--- config.mk ---
export PLATFORM = sky130hd
export DESIGN_NAME = setting_bus_master
export DESIGN_NICKNAME = d
export VERILOG_FILES = /design/src/rtl/setting_bus_master.sv
export SDC_FILE = /design/constraint.sdc
export NUM_CORES = 1
export LEC_CHECK = 0
export ABC_CLOCK_PERIOD_IN_PS = 3100
export CAP_MARGIN = 20
export CORE_ASPECT_RATIO = 0.9
export CORE_MARGIN = 5
export CORE_UTILIZATION = 34
export CTS_CLUSTER_SIZE = 40
export DETAILED_ROUTE_END_ITERATION = 10
export PLACE_DENSITY_LB_ADDON = 0.12
export SYNTH_ARGS = -nofsm -noshare
export SYNTH_HDL_FRONTEND = slang
export SYNTH_SLANG_ARGS = --single-unit
--- constraint.sdc ---
create_clock -name clock -period 3.1 [get_ports clock]
set_input_delay 0.465 -clock clock [delete_from_list [all_inputs] [get_ports clock]]
set_output_delay 0.465 -clock clock [all_outputs]
set_load 0.03 [all_outputs]
--- src/rtl/setting_bus_master.sv ---
// setting_bus_master: serial-to-parallel setting bus master with 40-bit write frames and 32-bit serial readback
module setting_bus_master #(
    parameter int SYNC_STAGES = 2
) (
    input  logic        clock,
    input  logic        reset,
    input  logic        serial_enable,
    input  logic        serial_clock,
    input  logic        serial_data_in,
    output logic        serial_data_out,
    output logic        strobe,
    output logic [6:0]  addr,
    output logic [31:0] data,
    output logic [6:0]  readback_addr,
    input  logic [31:0] readback_data
);
    typedef enum logic [2:0] {IDLE, HEADER, WR_DATA, RD_DATA, WAIT_END} state_t;
    state_t state, state_n;
    logic [SYNC_STAGES-1:0] s_en, s_clk, s_di;
    logic sen, sclk, sdi, sen_d, sclk_d, sen_rise, sclk_rise, sclk_fall;
    logic [5:0] cnt;
    logic [38:0] sr;
    logic [31:0] out_sr;
    logic [1:0] ld;
    logic wr, take, clr, hdr_done, rd_shift, commit;
    assign sen = s_en[SYNC_STAGES-1];
    assign sclk = s_clk[SYNC_STAGES-1];
    assign sdi = s_di[SYNC_STAGES-1];
    assign sen_rise = sen & ~sen_d;
    assign sclk_rise = sclk & ~sclk_d;
    assign sclk_fall = ~sclk & sclk_d;
    assign serial_data_out = (state == RD_DATA) & out_sr[31];
    always_ff @(posedge clock) begin
        if (!reset) begin
            s_en <= '0;
            s_clk <= '0;
            s_di <= '0;
            sen_d <= 1'b0;
            sclk_d <= 1'b0;
            state <= IDLE;
        end else begin
            s_en <= {s_en[SYNC_STAGES-2:0], serial_enable};
            s_clk <= {s_clk[SYNC_STAGES-2:0], serial_clock};
            s_di <= {s_di[SYNC_STAGES-2:0], serial_data_in};
            sen_d <= sen;
            sclk_d <= sclk;
            state <= state_n;
        end
    end
    always_comb begin
        state_n = state;
        take = 1'b0;
        clr = 1'b0;
        hdr_done = 1'b0;
        rd_shift = 1'b0;
        commit = 1'b0;
        case (state)
            IDLE: if (sen_rise) begin
                state_n = HEADER;
                clr = 1'b1;
                take = sclk_rise;
            end
            HEADER: if (!sen) state_n = IDLE;
                else if (sclk_rise) begin
                    take = 1'b1;
                    if (cnt == 6'd7) begin
                        hdr_done = 1'b1;
                        state_n = sr[6] ? RD_DATA : WR_DATA;
                    end
                end
            WR_DATA: if (!sen) state_n = IDLE;
                else if (sclk_rise) begin
                    take = 1'b1;
                    if (cnt == 6'd39) state_n = WAIT_END;
                end
            RD_DATA: if (!sen) state_n = IDLE;
                else if (sclk_fall) begin
                    rd_shift = 1'b1;
                    if (cnt == 6'd39) state_n = WAIT_END;
                end
            WAIT_END: if (!sen) begin
                state_n = IDLE;
                commit = wr;
            end
            default: state_n = IDLE;
        endcase
    end
    always_ff @(posedge clock) begin
        if (!reset) begin
            cnt <= '0;
            sr <= '0;
            wr <= 1'b0;
            strobe <= 1'b0;
            addr <= '0;
            data <= '0;
            readback_addr <= '0;
            ld <= '0;
            out_sr <= '0;
        end else begin
            strobe <= commit;
            if (commit) begin
                addr <= sr[38:32];
                data <= sr[31:0];
            end
            if (clr) begin
                cnt <= 6'(take);
                sr <= {38'b0, take & sdi};
                wr <= 1'b0;
            end else if (take || rd_shift) begin
                cnt <= (cnt == 6'd40) ? cnt : cnt + 6'd1;
                if (take) sr <= {sr[37:0], sdi};
            end
            if (hdr_done) wr <= ~sr[6];
            if (hdr_done && sr[6]) readback_addr <= {sr[5:0], sdi};
            // two-cycle delay gives the external readback mux time to settle
            ld <= {ld[0], hdr_done & sr[6]};
            if (ld[1]) out_sr <= readback_data;
            else if (rd_shift) out_sr <= {out_sr[30:0], 1'b0};
        end
    end
endmodule

# Word level (Yosys, flattened, before mapping)
# Cells that the tools add are included.
[op_classes]
addsub = 1
reduce_logical = 14
n_bitwise = 12
mux = 37
n_eq_ne = 14
[op_table]
columns = ["operator", "n"]
rows = [
  ["2-to-1 mux 32 bit", 2],
  ["2-to-1 mux 3 bit", 10],
  ["2-to-1 mux 1 bit", 23],
  ["one-hot mux 3 bit (5 select lines)", 1],
  ["== test 6 bit, second input constant", 2],
  ["!= test 3 bit, second input constant", 4],
  ["AND reduction 2 bit", 4],
  ["nonzero test 2 bit", 4],
  ["adder 6 x 1 -> 6 bit, second input constant", 1],
  ["bitwise AND 1 bit", 6],
  ["== test 3 x 2 -> 1 bit, second input constant", 2],
  ["== test 6 x 3 -> 1 bit, second input constant", 1],
  ["!= test 2 bit, second input constant", 3],
  ["inverter 1 bit", 6],
  ["AND reduction 6 bit", 1],
  ["OR reduction 2 bit", 2],
  ["== test 3 x 1 -> 1 bit, second input constant", 1],
  ["== test 3 bit, second input constant", 1],
  ["logical NOT 3 bit", 1],
  ["one-hot mux 1 bit (2 select lines)", 1],
  ["logical AND 1 bit", 1],
  ["logical OR 1 bit", 1],
]
[word_totals]
out_inout_bits = 48
ff_bits = 138
wordCells = 95
input_bits = 37

# Depth between registers and ports, before layout
[logic_depth]
word_depth = 8
mapped_depth = 8
depth_no_buf = 6

# Worst setup path after synthesis
# Ideal clock, no wire load.
[synth_timing]
path_type = "register -> output"
startpoint = "register state[1]"
endpoint = "output port serial_data_out"
arrival_time_ns = 1.373
path_stages_with_launch = 4
required_time_ns = 2.635
n_path_buf = 1
setup_slack_ns = 1.262
cell_sequence = "dfxtp_1 > buf_6 > nand2_1 > nor3b_1"
[synth_via]
elab_chain_len = 2
[synth_lines]
columns = ["item", "line", "rtl"]
rows = [
  ["start, declared", "18", "state_t state, state_n;"],
  ["start signal, assigned", "47", "state <= state_n;"],
  ["== test 3 x 2 -> 1 bit", "32", "assign serial_data_out = (state == RD_DATA) & out_sr[31];"],
  ["bitwise AND 1 bit", "32", ""],
  ["end, declared", "10", "output logic serial_data_out,"],
]
# Every way passes these cells.

# Final worst setup path
# Same ends and word-level chain as after synthesis.

==> results.cfg <==
[run_status]
outcome = complete, no violations

[clock_network]
clkLatencyLatePin_ps = 410
path_clk_slew_ps = 50
numCtsBuffers = 17
hold_buffers = 0
ctsResizeCount = 0
tritoncts = built
cts_setup_buffers = 0
clock_path_buffers = 2
htree_levels = 4
ctsRootBufferMaster = clkbuf_16
cts_sinks = 138

[cells_and_area]
area_growth_pct = 27.5
n_antenna_cell = 0
final_nets = 768
drive_gt1_share_pct = 6.87

[setup_path]
crit_required_ps = 2630
slowest_delay_ps = 730
start_kind = flip-flop
cp_top_family = buffers and inverters
worst_ep_arrival_time_ps = 2230
crit_slowest_cell = clkdlybuf4s50_1
crit_type = flip-flop to primary output
cp_num_buf_inv = 1
end_kind = primary output
crit_fanout = 11
cp_cell_sequence = nand2_1 > nor3b_1 > clkdlybuf4s50_1

[power_and_ir_drop]
peakVddDrop_v = 0.000379
p_per_area_nw_per_um2 = 561
p_sw_uw = 782
p_sw_share_pct = 20.2
p_int_uw = 3080
pwr-share-comb_pct = 3.7
leakage_uw = 0.00223
p_clk_share_pct = 49.9
p_seq_share_pct = 46.4

[place]
gp_congestion = 0.750
io_buffer_count = 84
dp.final_hpwl_um = 7860

[timing]
fin_skew_ps = 12.2
hold_viol_final = 0
relSlewSlack_pct = 35.3
whs_ps = 430
rsz0062_at_grt = false
setup-tns-final_ps = 0
maxSlewViolCount = 0
min_period_over_period_pct = 86.8
worst_slew_pin_slew_ps = 969
final.min_clock_period_ps = 2690
finalSetupViolations = 0
max_freq_ghz = 0.372

[logic_synthesis]
syn_avg_cell_area_um2 = 8.12
ys.flop_type = dfxtp_1
async_reset_ff_share_pct = 0
synth_edf_count = 0
synth-seq-area-share_pct = 51.2
postSynthCellCount = 665
ys_warn_count = 0
ys_ff_latch = 138
syn_area_um2 = 5400
yosysUniqueCellTypes = 48
syn_nets = 704
synth_area_leaders = dfxtp_1 51%, nand2_1 16%, a21oi_1 7.8%
synth_top_cell_by_area = dfxtp_1
synth_top_area_share_pct = 51.2

[die]
die_area_um2 = 18500
die_w_um = 143
start_util_pct = 34.8
design.core.area_um2 = 15500
die_h_um = 130
row_count = 43
io_pins = 85

[detailed_routing]
firstDrtPassIters = 4
final_antenna_net_count = 0
avgViaCountPerCell = 4.73
drt_wl_total_um = 12100
vias = 4465
wl_per_cell_um = 12.8
remaining_drc_errors = 0
dr.first_iter.drc_count = 275

[hold_path]
min_path_type = flip-flop to flip-flop

[global_routing]
grt_pass1_vias = 4328
grt_overflow = 0
grt_usage_pct = 13.4
grt_pass1_wl_um = 20300
grt_max_degree = 64
antenna_found_initial = 0

[run]
drv_cap = 0
-- power groups by stage --
stage | sequential, µW | combinational, µW | clock [µW]
final | 1790 | 143 | 1930
after global routing | 1790 | 158 | 2070
after CTS | 1790 | 145 | 1980
after detailed placement | 1830 | 145 | 0
after global placement | 1830 | 144 | 0
after floorplan | 1830 | 77.4 | 0
-- through the flow --
stage	std cells	power (µW)	setup slack, ps	util, %	cell area, µm²
floorplan	665	1910	1260	-	5400
global placement	912	1970	818	40.7	6310
detailed placement	912	1980	819	40.7	6310
CTS	944	3920	369	44.4	6890
global route	944	4020	268	44.4	6890
finish	944	3860	409	44.4	6890
-- worst reg2reg max path, cell delays in order (launching register included) --
cell	delay [ps]
dfxtp_1	350
nor2b_1	560
nand4_4	460
a211oi_1	420
mux2i_1	210
-- synthesized netlist by cell type, types with 2 or more instances --
cell and count:
clkbuf_1 18, and2_1 10, ha_1 2, a311oi_1 28, a21o_1 2, buf_6 7
nand2b_1 4, a2111o_1 2, nor3b_1 2, mux2i_1 4, a21oi_1 84, o211ai_1 4
dfxtp_1 138, or3_1 2, nand2_1 235, nor2b_1 3, buf_4 2, o21ai_0 9
buf_2 21, a311oi_2 4, or2_1 2, inv_1 13, a31oi_1 2, nand3_1 10
and3_1 2, nor2_1 33
-- flip-flops by register name (all words and copies together), names as in the netlist --
signal and cells:
readback_addr 7, state 3, s_en 2, out_sr 32, s_di 2, sen_d 1, ld 2, sr 39
data 32, addr 7, wr 1, sclk_d 1, cnt 6, s_clk 2, strobe 1
-- final timing paths --
check	start	slack, ps	cells past startpoint	endpoint
min	s_clk[0]$_SDFF_PN0_	430	1	s_clk[1]$_SDFF_PN0_
max	state[1]$_SDFFE_PN0P_	410	3	serial_data_out
min reg2reg	s_clk[0]$_SDFF_PN0_	430	1	s_clk[1]$_SDFF_PN0_
max reg2reg	s_clk[1]$_SDFF_PN0_	1030	4	cnt[5]$_SDFFE_PP0P_
-- cell type report --
cell class / count / area (µm²)
fillers: 1572 / 8610
flip-flops and latches: 138 / 2760
multi-input cells: 463 / 2310
repair buffers: 95 / 923
clock buffers: 26 / 519
well taps: 202 / 253
clock inverters: 6 / 60.1
inverters: 14 / 52.6
-- routing by layer --
metal / part of all wire (%) / global-route usage, % / wire, µm / up-vias
li1: - / - / - / 2341
met4: 0.95 / 5.03 / 114 / 0
met5: 0 / 0 / 0 / -
met1: 50 / 18.1 / 6020 / 2034
met3: 4.1 / 3.69 / 492 / 9
met2: 45 / 20.6 / 5440 / 81
-- cell families (layout without fill, tap and decap cells) --
logic type               count (synthesis)  after routing  synth area share (%)
AND/OR/NAND/NOR                        313            313                  24.4
adder cells (fa/ha/maj)                  2              2                 0.463
buffers and inverters                   64            141                  6.07
multiplexers                             4              4                 0.742
AO/OA/AOI/OAI                          143            143                  17.0
flip-flops                             138            138                  51.2
XOR/XNOR                                 1              1                 0.162
-- placed cells by master (no fill, tap or decap), types with 3 or more instances in the layout --
| cell type | count |
|---|---|
| clkinv_2 | 3 |
| clkbuf_1 | 3 |
| a311oi_1 | 28 |
| a311oi_2 | 4 |
| o211ai_1 | 4 |
| nand2b_1 | 4 |
| and2_1 | 10 |
| nand3_1 | 10 |
| dfxtp_1 | 138 |
| clkbuf_8 | 6 |
| clkdlybuf4s50_1 | 84 |
| nand2_1 | 235 |
| inv_1 | 12 |
| clkbuf_16 | 17 |
| nor2b_1 | 3 |
| a21oi_1 | 84 |
| o21ai_0 | 9 |
| nor2_1 | 33 |
| mux2i_1 | 4 |
| buf_4 | 11 |
Power figures use the tool's default switching activity.
